===== config.mk =====
export PLATFORM = sky130hd
export DESIGN_NAME = sp_ram_bist
export DESIGN_NICKNAME = d
export VERILOG_FILES = /design/src/rtl/sp_ram_bist_pkg.sv /design/src/rtl/sp_ram_bist_if.sv /design/src/rtl/sp_ram_bist_chk.sv /design/src/rtl/sp_ram_bist.sv
export SDC_FILE = /design/constraint.sdc
export NUM_CORES = 1
export LEC_CHECK = 0
export BUFFER_PORTS_ARGS = -buffer_cell sky130_fd_sc_hd__buf_2
export CORE_ASPECT_RATIO = 0.5
export CORE_MARGIN = 3
export CORE_UTILIZATION = 40
export CTS_BUF_LIST = sky130_fd_sc_hd__clkbuf_4 sky130_fd_sc_hd__clkbuf_8
export CTS_CLUSTER_DIAMETER = 30
export DETAILED_ROUTE_END_ITERATION = 6
export MAX_ROUTING_LAYER = met4
export PLACE_DENSITY = 0.64
export SLEW_MARGIN = 20
export SYNTH_ARGS = -nofsm -noshare
export SYNTH_HDL_FRONTEND = slang
export SYNTH_HIERARCHICAL = 1
export SYNTH_SLANG_ARGS = --single-unit
export TNS_END_PERCENT = 10

===== constraint.sdc =====
create_clock -name clk -period 4.1 [get_ports clk]
set_input_delay 0.205 -clock clk [delete_from_list [all_inputs] [get_ports clk]]
set_output_delay 0.205 -clock clk [all_outputs]
set_load 0.03 [all_outputs]

===== src/rtl/sp_ram_bist_pkg.sv =====
// Shared types for the single-port RAM March C- BIST: FSM states, march
// element table and the mismatch counter width.
package sp_ram_bist_pkg;

    localparam int ERR_CNT_WIDTH = 16;
    localparam int NUM_ELEMS     = 6;

    typedef enum logic [1:0] {
        IDLE  = 2'd0,
        RUN   = 2'd1,
        DRAIN = 2'd2,
        DONE  = 2'd3
    } state_e;

    // opN_inv selects the background: 0 -> PATTERN, 1 -> ~PATTERN.
    typedef struct packed {
        logic       descending;
        logic [1:0] op_cnt;
        logic       op0_wr;
        logic       op0_inv;
        logic       op1_wr;
        logic       op1_inv;
    } march_elem_t;

    localparam march_elem_t [0:NUM_ELEMS-1] MARCH_TABLE = '{
        '{descending: 1'b0, op_cnt: 2'd1, op0_wr: 1'b1, op0_inv: 1'b0, op1_wr: 1'b0, op1_inv: 1'b0},
        '{descending: 1'b0, op_cnt: 2'd2, op0_wr: 1'b0, op0_inv: 1'b0, op1_wr: 1'b1, op1_inv: 1'b1},
        '{descending: 1'b0, op_cnt: 2'd2, op0_wr: 1'b0, op0_inv: 1'b1, op1_wr: 1'b1, op1_inv: 1'b0},
        '{descending: 1'b1, op_cnt: 2'd2, op0_wr: 1'b0, op0_inv: 1'b0, op1_wr: 1'b1, op1_inv: 1'b1},
        '{descending: 1'b1, op_cnt: 2'd2, op0_wr: 1'b0, op0_inv: 1'b1, op1_wr: 1'b1, op1_inv: 1'b0},
        '{descending: 1'b0, op_cnt: 2'd1, op0_wr: 1'b0, op0_inv: 1'b0, op1_wr: 1'b0, op1_inv: 1'b0}
    };

endpackage


===== src/rtl/sp_ram_bist_if.sv =====
// RAM request channel plus the expected read data that travels with each read.
interface sp_ram_bist_if #(
    parameter int ADDR_WIDTH = 15,
    parameter int DATA_WIDTH = 32
);

    logic                    en;
    logic                    we;
    logic [ADDR_WIDTH-1:0]   addr;
    logic [DATA_WIDTH-1:0]   wdata;
    logic [DATA_WIDTH/8-1:0] be;
    logic [DATA_WIDTH-1:0]   exp_data;
    logic [DATA_WIDTH-1:0]   rdata;

    modport master (output en, we, addr, wdata, be, exp_data, input rdata);
    modport slave  (input en, we, addr, wdata, be, output rdata);
    modport mon    (input en, we, addr, exp_data, rdata);

endinterface


===== src/rtl/sp_ram_bist_chk.sv =====
// Read-data checker: registers the expected word at issue time, compares one
// cycle later, counts mismatches (saturating) and captures the first failure.
module sp_ram_bist_chk
    import sp_ram_bist_pkg::*;
#(
    parameter int ADDR_WIDTH = 15,
    parameter int DATA_WIDTH = 32
) (
    input  logic                     clk,
    input  logic                     rst_i,
    input  logic                     clr_i,
    sp_ram_bist_if.mon               bus,
    output logic [ERR_CNT_WIDTH-1:0] err_cnt_o,
    output logic [ADDR_WIDTH-1:0]    fail_addr_o,
    output logic [DATA_WIDTH-1:0]    fail_data_o
);

    logic                     pend_q, pend_d;
    logic [DATA_WIDTH-1:0]    exp_q, exp_d;
    logic [ADDR_WIDTH-1:0]    addr_q, addr_d;
    logic [ERR_CNT_WIDTH-1:0] err_cnt_q, err_cnt_d;
    logic [ADDR_WIDTH-1:0]    fail_addr_q, fail_addr_d;
    logic [DATA_WIDTH-1:0]    fail_data_q, fail_data_d;
    logic                     mismatch;

    assign mismatch = pend_q && (bus.rdata != exp_q);

    always_comb begin
        // NOTE: every _d gets a default before any branch, so no path holds a value and no latch is inferred.
        pend_d      = bus.en && !bus.we;
        exp_d       = exp_q;
        addr_d      = addr_q;
        err_cnt_d   = err_cnt_q;
        fail_addr_d = fail_addr_q;
        fail_data_d = fail_data_q;

        if (pend_d) begin
            exp_d  = bus.exp_data;
            addr_d = bus.addr;
        end

        if (clr_i) begin
            pend_d      = 1'b0;
            err_cnt_d   = '0;
            fail_addr_d = '0;
            fail_data_d = '0;
        end else if (mismatch) begin
            if (err_cnt_q != '1) begin
                err_cnt_d = err_cnt_q + 1'b1;
            end
            // A zero count means this is the first mismatch since the last clear.
            if (err_cnt_q == '0) begin
                fail_addr_d = addr_q;
                fail_data_d = bus.rdata;
            end
        end
    end

    always_ff @(posedge clk) begin
        // NOTE: reset is synchronous, so it is simply the first branch inside the clocked block.
        if (rst_i) begin
            pend_q      <= 1'b0;
            exp_q       <= '0;
            addr_q      <= '0;
            err_cnt_q   <= '0;
            fail_addr_q <= '0;
            fail_data_q <= '0;
        end else begin
            // NOTE: non-blocking updates, so every flop samples pre-edge values regardless of statement order.
            pend_q      <= pend_d;
            exp_q       <= exp_d;
            addr_q      <= addr_d;
            err_cnt_q   <= err_cnt_d;
            fail_addr_q <= fail_addr_d;
            fail_data_q <= fail_data_d;
        end
    end

    assign err_cnt_o   = err_cnt_q;
    assign fail_addr_o = fail_addr_q;
    assign fail_data_o = fail_data_q;

endmodule


===== src/rtl/sp_ram_bist.sv =====
// March C- BIST controller for a single-port RAM with 1-cycle read latency:
// FSM, element sequencing and address generation; checking lives in _chk.
module sp_ram_bist
    import sp_ram_bist_pkg::*;
#(
    parameter int                    RAM_SIZE   = 32768,
    parameter int                    ADDR_WIDTH = $clog2(RAM_SIZE),
    parameter int                    DATA_WIDTH = 32,
    parameter logic [DATA_WIDTH-1:0] PATTERN    = 32'h5555_5555
) (
    input  logic                      clk,
    input  logic                      rst_i,
    input  logic                      start_i,
    output logic                      busy_o,
    output logic                      done_o,
    output logic                      pass_o,
    output logic [ERR_CNT_WIDTH-1:0]  err_cnt_o,
    output logic [ADDR_WIDTH-1:0]     fail_addr_o,
    output logic [DATA_WIDTH-1:0]     fail_data_o,
    output logic                      ram_en_o,
    output logic                      ram_we_o,
    output logic [ADDR_WIDTH-1:0]     ram_addr_o,
    output logic [DATA_WIDTH-1:0]     ram_wdata_o,
    output logic [DATA_WIDTH/8-1:0]   ram_be_o,
    input  logic [DATA_WIDTH-1:0]     ram_rdata_i
);

    localparam int BE_W       = DATA_WIDTH / 8;
    localparam int NUM_WORDS  = RAM_SIZE / BE_W;
    localparam int BYTE_SHIFT = $clog2(BE_W);
    localparam int WORD_AW    = (NUM_WORDS > 1) ? $clog2(NUM_WORDS) : 1;

    localparam logic [WORD_AW-1:0] LAST_WORD = WORD_AW'(NUM_WORDS - 1);
    localparam logic [2:0]         LAST_ELEM = 3'(NUM_ELEMS - 1);

    state_e             state_q, state_d;
    logic [2:0]         elem_q, elem_d;
    logic               op_q, op_d;
    logic [WORD_AW-1:0] word_q, word_d;

    march_elem_t cur;
    logic        run;
    logic        start_accept;
    logic        cur_wr;
    logic        cur_inv;
    logic        last_op;
    logic        last_word;

    logic [ERR_CNT_WIDTH-1:0] err_cnt;

    sp_ram_bist_if #(.ADDR_WIDTH(ADDR_WIDTH), .DATA_WIDTH(DATA_WIDTH)) u_bus ();

    assign cur          = MARCH_TABLE[elem_q];
    assign run          = (state_q == RUN);
    assign start_accept = start_i && ((state_q == IDLE) || (state_q == DONE));
    assign cur_wr       = op_q ? cur.op1_wr  : cur.op0_wr;
    assign cur_inv      = op_q ? cur.op1_inv : cur.op0_inv;
    assign last_op      = (cur.op_cnt == 2'd1) || op_q;
    assign last_word    = cur.descending ? (word_q == '0) : (word_q == LAST_WORD);

    always_comb begin
        state_d = state_q;
        elem_d  = elem_q;
        op_d    = op_q;
        word_d  = word_q;

        case (state_q)
            IDLE, DONE: begin
                if (start_accept) begin
                    state_d = RUN;
                    elem_d  = '0;
                    op_d    = 1'b0;
                    word_d  = '0;
                end
            end
            RUN: begin
                if (!last_op) begin
                    op_d = 1'b1;
                end else begin
                    op_d = 1'b0;
                    if (!last_word) begin
                        word_d = cur.descending ? (word_q - 1'b1) : (word_q + 1'b1);
                    end else if (elem_q == LAST_ELEM) begin
                        state_d = DRAIN;
                    end else begin
                        // Load the start address of the next element directly, so the
                        // descending counter never steps below zero.
                        elem_d = elem_q + 3'd1;
                        word_d = MARCH_TABLE[elem_q + 3'd1].descending ? LAST_WORD : '0;
                    end
                end
            end
            DRAIN:   state_d = DONE;
            default: state_d = IDLE;
        endcase
    end

    always_ff @(posedge clk) begin
        if (rst_i) begin
            state_q <= IDLE;
            elem_q  <= '0;
            op_q    <= 1'b0;
            word_q  <= '0;
        end else begin
            state_q <= state_d;
            elem_q  <= elem_d;
            op_q    <= op_d;
            word_q  <= word_d;
        end
    end

    assign u_bus.en       = run;
    assign u_bus.we       = run && cur_wr;
    assign u_bus.addr     = run ? (ADDR_WIDTH'(word_q) << BYTE_SHIFT) : '0;
    assign u_bus.wdata    = (run && cur_wr) ? (cur_inv ? ~PATTERN : PATTERN) : '0;
    assign u_bus.be       = {BE_W{run}};
    assign u_bus.exp_data = cur_inv ? ~PATTERN : PATTERN;
    assign u_bus.rdata    = ram_rdata_i;

    sp_ram_bist_chk #(
        .ADDR_WIDTH (ADDR_WIDTH),
        .DATA_WIDTH (DATA_WIDTH)
    ) u_chk (
        .clk         (clk),
        .rst_i       (rst_i),
        .clr_i       (start_accept),
        .bus         (u_bus),
        .err_cnt_o   (err_cnt),
        .fail_addr_o (fail_addr_o),
        .fail_data_o (fail_data_o)
    );

    assign ram_en_o    = u_bus.en;
    assign ram_we_o    = u_bus.we;
    assign ram_addr_o  = u_bus.addr;
    assign ram_wdata_o = u_bus.wdata;
    assign ram_be_o    = u_bus.be;

    assign busy_o    = run || (state_q == DRAIN);
    assign done_o    = (state_q == DONE);
    assign pass_o    = done_o && (err_cnt == '0);
    assign err_cnt_o = err_cnt;

endmodule


; After elaboration in Yosys (flattened, before gate mapping)
; Memory sizes are Yosys's and may differ from the RTL's.
; Index checks and enable logic that the tools add are counted.
[totals]
n_memories = 2
input_bits = 35
reg_bits = 130
rom_bits = 112
[classes]
mux = 30
bitwise = 2
n_addsub = 4
reduce_logical = 21
magnitude_cmp = 2
n_eq_ne = 14
[memory_table]
columns = memory, words, width, read_ports, rd_clocked_by_memory_dff, write_ports, line
row1 = (name not given), 8, 7, 1, 0, 0, sp_ram_bist.sv:89  ; word_d = MARCH_TABLE[elem_q + 3'd1].descending ? LAST_WORD : '0;
row2 = (name not given), 8, 7, 1, 0, 0, sp_ram_bist.sv:53  ; assign cur = MARCH_TABLE[elem_q];
[op_table]
columns = operator, count
row1 = 13-bit two-way mux, 6
row2 = 32-bit two-way mux, 2
row3 = 32-bit inequality test, 1
row4 = 7-bit two-way mux, 4
row5 = 13-bit case mux with 2 select lines, 1
row6 = "16-bit by 1-bit adder with 16-bit output, second input constant", 1
row7 = 16-bit zero test, 1
row8 = "16-bit inequality test, second input constant", 1
row9 = 15-bit two-way mux, 1
row10 = "13-bit by 1-bit adder with 13-bit output, second input constant", 1
row11 = "13-bit == test, second input constant", 1
row12 = 13-bit zero test, 1
row13 = "13-bit by 1-bit subtractor with 13-bit output, second input constant", 1
row14 = 3-bit two-way mux, 4
row15 = "4-bit greater-or-equal comparator, second input constant", 2
row16 = 2-bit two-way mux, 4
row17 = 3-bit inverter with 4-bit output, 2
row18 = 4-bit AND reduction, 2
row19 = "2-bit by 1-bit inequality test with 1-bit output, second input constant", 3
row20 = 2-bit case mux with 3 select lines, 1
row21 = 3-bit case mux with 2 select lines, 1
row22 = 2-bit AND reduction, 3
row23 = 1-bit logical AND, 5
row24 = 1-bit two-way mux, 5
row25 = other kinds (13), 19

; Depth between registers and ports, before layout
; Gate-level depths: netlist of run 1.
[depth]
word_depth = 10
mapped_depth = 11
mapped_depth_nobuf = 10

; Cells and area by module
; The synthesis of run 1 kept the hierarchy.
[modules_own_cells]
columns = mod, area_per_inst_um2, instances, cells_per_inst
row1 = sp_ram_bist_chk, 4510.6, 1, 509
row2 = sp_ram_bist, 2243.4, 1, 300

; Worst setup path before layout of run 1
; Ideal clock, no wire load.
[synth_timing]
kind = reg2out
start = register elem_q[0]
end = output port ram_wdata_o[10]
path_slack_ns = -0.421
t_required_ns = 3.895
stages_incl_launch_ff = 7
n_path_buf = 1
arrival_ns = 4.316
cell_sequence = dfxtp_1 -> inv_1 -> ha_1 -> o311ai_0 -> inv_1 -> nor2_1 -> buf_4
[synth_between]
elab_chain_len = 7
word_cells_on_any_way = 9
cone_classes = 6 x mux / 1 x bitwise / 1 x reduce/logical / 1 x memory
[synth_lines]
columns = element, line
row1 = start: declaration, sp_ram_bist.sv:37  ; logic [2:0] elem_q, elem_d;
row2 = start signal: assignment, sp_ram_bist.sv:106  ; elem_q <= elem_d;
row3 = 3-bit inverter with 4-bit output (not written as such), sp_ram_bist.sv:53
row4 = memory read 8 x 7 bit, n/a
row5 = 7-bit two-way mux (not written as such) (2 in series), sp_ram_bist.sv:53
row6 = 1-bit two-way mux, sp_ram_bist.sv:57  ; assign cur_inv = op_q ? cur.op1_inv : cur.op0_inv;
row7 = named net cur_inv, sp_ram_bist.sv:45  ; logic cur_inv;
row8 = 32-bit two-way mux (2 in series), sp_ram_bist.sv:115  ; assign u_bus.wdata = (run && cur_wr) ? (cur_inv ? ~PATTERN : PATTERN) : '0;
row9 = end: declaration, sp_ram_bist.sv:23  ; output logic [DATA_WIDTH-1:0] ram_wdata_o,
; The timed path passes the listed nets, and every way through them passes these cells. The select of a mux whose other input is x is not followed.

; Final worst setup path of run 1
[layout_timing]
start = register elem_q[0]
end = output port ram_wdata_o[28]
; The elaborated chain is that of the path after synthesis.

==> results.json, run 1 <==
{
  "yosys.area.top_type": "dfxtp_1",
  "numCtsBuffers": 17,
  "grt-ovfl-total": 0,
  "final_common_cell": "buf_2",
  "whs_ns": 0.0459,
  "cp.arrival_ns": 3.14,
  "drt_iter0_drc": 316,
  "cts_tree": "built",
  "worstPathCellList": "inv_1, ha_1, o311ai_2, buf_4, inv_1, nor2_1, buf_2",
  "num_rows": 32,
  "crit_path_start_kind": "flop",
  "cp_common_cell": "inv_1",
  "min_path_type": "in -> reg",
  "grt_pass1_vias": 5204,
  "drc": 0,
  "antenna_found_initial": 0,
  "slew_headroom_pct": 32.8,
  "avgSynthCellArea_um2": 8.35,
  "critical_path.max_stage_delay_ns": 0.63,
  "grt_usage_pct": 17.9,
  "start_util_pct": 42.3,
  "vias_per_cell": 5.11,
  "routedWlPerCell_um": 14.4,
  "first_pass_iters": 5,
  "dieArea_um2": 18600,
  "mostFrequentLayoutCells": "buf_2, dfxtp_1, nand2_1",
  "outcome": "finished, final reports clean",
  "final.min_clock_period_ns": 3.34,
  "clk_pin_slew_ns": 0.08,
  "cts-root-buf": "clkbuf_8",
  "synth_edf_count": 0,
  "syn_to_final_growth_pct": 14.9,
  "ys.flop_type": "dfxtp_1",
  "synth-seq-area-share_pct": 38.5,
  "critPathBufInv": 4,
  "grt_first_pass_wirelength_um": 26600,
  "grt_max_degree": 72,
  "vias": 5874,
  "chipWidth_um": 190,
  "nNetsFinal": 974,
  "rsz0062_at_grt": "false",
  "synth_area_leaders": "dfxtp_1, mux2i_1, nand2_1",
  "worstPathRequired_ns": 3.89,
  "clkLatencyLatePin_ns": 0.42,
  "die_height_um": 97.9,
  "htree_levels": 4,
  "boundaryPins": 154,
  "gp_congestion": 0.917,
  "ant_nets": 0,
  "setup.worst_path.end_class": "output pin",
  "pwr_density_cell_nw_per_um2": 556,
  "drv_slew": 0,
  "clock-sinks": 130,
  "yosysWarnings": 6,
  "setup_viol": 0,
  "critPathTopFamily": "buffers and inverters",
  "synth_top_area_share_pct": 38.5,
  "max-vdd-ir-drop_mv": 0.313,
  "ys_ff_latch": 130,
  "fill_cells": 1586,
  "max-cap-violations": 0,
  "cp_max_fo": 18,
  "core_area_um2": 16000,
  "clock_path_buffers": 2,
  "synthDistinctLibCells": 66,
  "diodes": 0,
  "multi_input_area_um2": 3610,
  "dp_hpwl_um": 11600,
  "slowest_stage": "nor2_1",
  "seq_area_um2": 2600,
  "critical_path_class": "reg -> out",
  "hold_violations": 0,
  "p_leak_uw": 0.00362,
  "synthCells": 809,
  "hold_buffers": 0,
  "io_buffers": 151,
  "cts_resized": 0,
  "drt_wl_total_um": 16500,
  "setup_tns_ns": 0,
  "synthArstFlopShare_pct": 0,
  "timing.fmax_mhz": 299,
  "cts_setup_buffers": 0,
  "drive_gt1_share_pct": 22.2,
  "finalCritPeriodShare_pct": 81.6,
  "finClkSkew_ns": 0.0105,
  "tightest_slew_ns": 0.993,
  "synth_area_um2": 6750
}
[per-stage QoR]
step           cells  cell area, µm²  total power [µW]  worst slack (ns)  util (%)
5_1_grt         1149            7760              4610             0.465      48.6
3_5_place_dp    1116            7390              3370              1.08      46.2
2_1_floorplan    812            6770              3090             0.262         -
6_report        1149            7760              4320             0.755      48.6
3_3_place_gp    1116            7390              3340              1.12      46.2
4_1_cts         1148            7730              4330             0.737      48.4
[registers in the layout, summed over array words and instances (netlist names)]
register,flops
elem_q,3
op_q,1
u_chk/err_cnt_o,16
u_chk/exp_q,32
u_chk/pend_q,1
state_q,2
word_q,13
u_chk/fail_data_o,32
u_chk/addr_q,15
u_chk/fail_addr_o,15
[cells in the mapped netlist (all sizes together) (11+ instances only)]
cell    number
and2        16
nand3       13
nor4        16
nand2      126
nor2        74
a21oi       77
dfxtp      130
nand4       15
buf         48
o21ai       31
mux2i       52
or3         11
inv         25
ha          23
clkbuf      25
xor2        34
[report_power, final]
part / total (µW) / switching, µW / internal (µW)
sequential: 1540 / 122 / 1420
clock: 951 / 505 / 446
combinational: 1830 / 1250 / 580
[layout make-up]
type                    instances  area share (%)
clock inverters                13            1.13
inverters                      25            1.21
clock buffers                  19            3.37
multi-input cells             584            46.5
well taps                     221            3.56
repair buffers                157            10.7
flip-flops and latches        130            33.5
[final timing paths]
path / from / end / slack (ns) / cells past startpoint
worst max register to register: elem_q[0] / word_q[10] / 1.07 / 9
worst min register to register: u_chk/addr_q[4] / u_chk/addr_q[4] / 0.46 / 2
worst max-delay path: elem_q[0] / ram_wdata_o[28] / 0.76 / 7
worst min-delay path: ram_rdata_i[18] / u_chk/fail_data_o[18] / 0.05 / 3
[cells by family (layout without fill, tap and decap cells)]
kind of cell / after synthesis / count (layout) / share of synthesized area (%)
AO/OA/AOI/OAI: 150 / 150 / 13.1
XOR/XNOR: 38 / 38 / 4.93
adder cells (fa/ha/maj): 24 / 24 / 4.56
buffers and inverters: 98 / 214 / 8.61
flip-flops: 130 / 130 / 38.5
multiplexers: 58 / 58 / 8.89
other: 1 / 4 / 0.0555
AND/OR/NAND/NOR: 310 / 310 / 21.3
[worst register-to-register path, stage by stage (launching register included)]
cell and delay (ns):
dfxtp_1 0.47, ha_1 0.29, mux2_2 0.45, ha_1 0.36, nor2b_1 0.18, o31a_1 0.28, o21ai_0 0.25, mux2_2 0.36
o21ai_0 0.16, a31oi_1 0.09
[per-layer routing]
| metal | up-vias | wire (µm) | GRT usage, % |
|---|---|---|---|
| li1 | 2965 | - | - |
| met1 | 2741 | 7440 | 22.9 |
| met2 | 153 | 8050 | 29.3 |
| met5 | - | 0 | - |
| met4 | 0 | 172 | 4.54 |
| met3 | 15 | 877 | 3.44 |
Power figures use the tool's default switching activity.
==> inputs of run 2 (changes only) <==
==> constraint.sdc (replaced) <==
create_clock -name clk -period 2.8 [get_ports clk]
set_input_delay 0.14 -clock clk [delete_from_list [all_inputs] [get_ports clk]]
set_output_delay 0.14 -clock clk [all_outputs]
set_load 0.03 [all_outputs]
==> results.json, run 2 (same netlist as run 1, synthesis figures left out) <==
{
  "core_area_um2": 16000,
  "rrSetupSlack_ns": 0.21,
  "hold_violations": 0,
  "start_util_pct": 42.3,
  "final_common_cell": "buf_2",
  "cp.arrival_ns": 2.46,
  "grt_pass1_vias": 5682,
  "clkLatencyLatePin_ns": 0.43,
  "setup.worst_path.end_class": "output pin",
  "num_rows": 32,
  "critical_path.max_stage_delay_ns": 0.37,
  "cp_max_fo": 17,
  "outcome": "finished, final reports clean",
  "clock-sinks": 130,
  "critical_path_class": "reg -> out",
  "grt_max_degree": 71,
  "dieArea_um2": 18600,
  "p_leak_uw": 0.00388,
  "grt_usage_pct": 19.0,
  "vias_per_cell": 5.02,
  "rsz0062_at_grt": "true",
  "diodes": 0,
  "min_path_type": "in -> reg",
  "finClkSkew_ns": 0.0141,
  "worstPathRequired_ns": 2.66,
  "cts-root-buf": "clkbuf_8",
  "drv_slew": 0,
  "clock_path_buffers": 2,
  "grt_first_pass_wirelength_um": 28300,
  "nNetsFinal": 1022,
  "pre_cts_ws_ns": 0.0337,
  "worstPathCellList": "inv_1, buf_4, ha_1, o311ai_2, inv_1, nor2_4, buf_2",
  "tightest_slew_ns": 0.926,
  "drt_wl_total_um": 17600,
  "place_area_um2": 7550,
  "ant_nets": 0,
  "max-cap-violations": 0,
  "drc": 0,
  "finalCritPeriodShare_pct": 92.9,
  "antenna_found_initial": 0,
  "clk_pin_slew_ns": 0.08,
  "max-vdd-ir-drop_mv": 0.445,
  "critPathBufInv": 4,
  "slew_headroom_pct": 38.2,
  "mostFrequentLayoutCells": "buf_2, dfxtp_1, nand2_1",
  "design_area_um2": 8280,
  "setup_viol": 0,
  "io_buffers": 151,
  "timing.fmax_mhz": 385,
  "crit_path_start_kind": "flop",
  "p_total_uw": 6740,
  "final.min_clock_period_ns": 2.60,
  "cts_tree": "built",
  "htree_levels": 4,
  "grt-ovfl-total": 0,
  "worst_slack_ns": 0.200,
  "die_height_um": 97.9,
  "drt_iter0_drc": 360,
  "critPathTopFamily": "buffers and inverters",
  "numCtsBuffers": 17,
  "slowest_stage": "nor2_4",
  "first_pass_iters": 5,
  "dp_hpwl_um": 12200,
  "chipWidth_um": 190,
  "boundaryPins": 154,
  "cp_common_cell": "inv_1",
  "syn_to_final_growth_pct": 22.7,
  "routedWlPerCell_um": 14.7,
  "gp_congestion": 0.903,
  "fill_cells": 1513,
  "pwr_density_cell_nw_per_um2": 814,
  "vias": 6006,
  "drive_gt1_share_pct": 23.0
}
-- run 2: cell types whose count changed in the layout (fill, tap and decap cells not counted), sizes merged --
cell         change
bufinv           +2
clkinvlp         -6
clkinv           +2
dlygate4sd3     +32
inv              +4
clkbuf           -2
buf             +16
-- run 2: final timing paths --
path / start / endpoint / cells after the start
max: elem_q[0] / ram_wdata_o[12] / 7
min: start_i / u_chk/err_cnt_o[9] / 4
max reg2reg: elem_q[1] / word_q[10] / 9
min reg2reg: u_chk/addr_q[6] / u_chk/addr_q[6] / 2
-- run 2: routing by layer --
metal,global-route usage [%],vias to the layer above,share of wire (%)
met1,23.8,2832,46
met4,4.31,0,0.58
met2,32.4,110,50
met5,-,-,0
met3,2.94,9,3.5
li1,-,3055,-
-- run 2: worst min-delay path, delay by kind of cell --
| family | cells | cell delay, ns |
|---|---|---|
| simple gates | 2 | 0.35 |
| buf+inv | 1 | 0.08 |
| mux | 1 | 0.06 |
-- run 2: power by group --
part / switching, µW / internal (µW) / leakage [µW]
Sequential: 173 / 2070 / 0.00105
Clock: 831 / 819 / 0.000210
Combinational: 1880 / 960 / 0.00262
-- run 2: what timing repair did --
item | in CTS | in global routing
setup endpoints to repair | 0 | 17
hold endpoints to repair | 32 | 0
buffers inserted | 0 | 0
resized for setup | 0 | 3
hold buffers | 32 | 0
-- run 2: final cells by class --
cell class	count	area, µm²	area share (%)
timing repair buffer	205	1280	15.4
clock buffer	17	234	2.82
sequential	130	2600	31.4
multi-input combinational	584	3620	43.7
inverter	25	93.8	1.13
tap	221	277	3.34
clock inverter	15	176	2.13
-- run 2: per-stage QoR --
step | util (%) | hold WS [ns] | instances | setup TNS, ns
after floorplan | - | 0.284 | 812 | -0.310
after global placement | 47.2 | 0.402 | 1133 | 0
after detailed placement | 47.2 | 0.418 | 1133 | 0
after CTS | 51.8 | 0.232 | 1197 | 0
after global routing | 51.9 | 0.270 | 1197 | -0.171
final | 51.9 | 0.257 | 1197 | 0
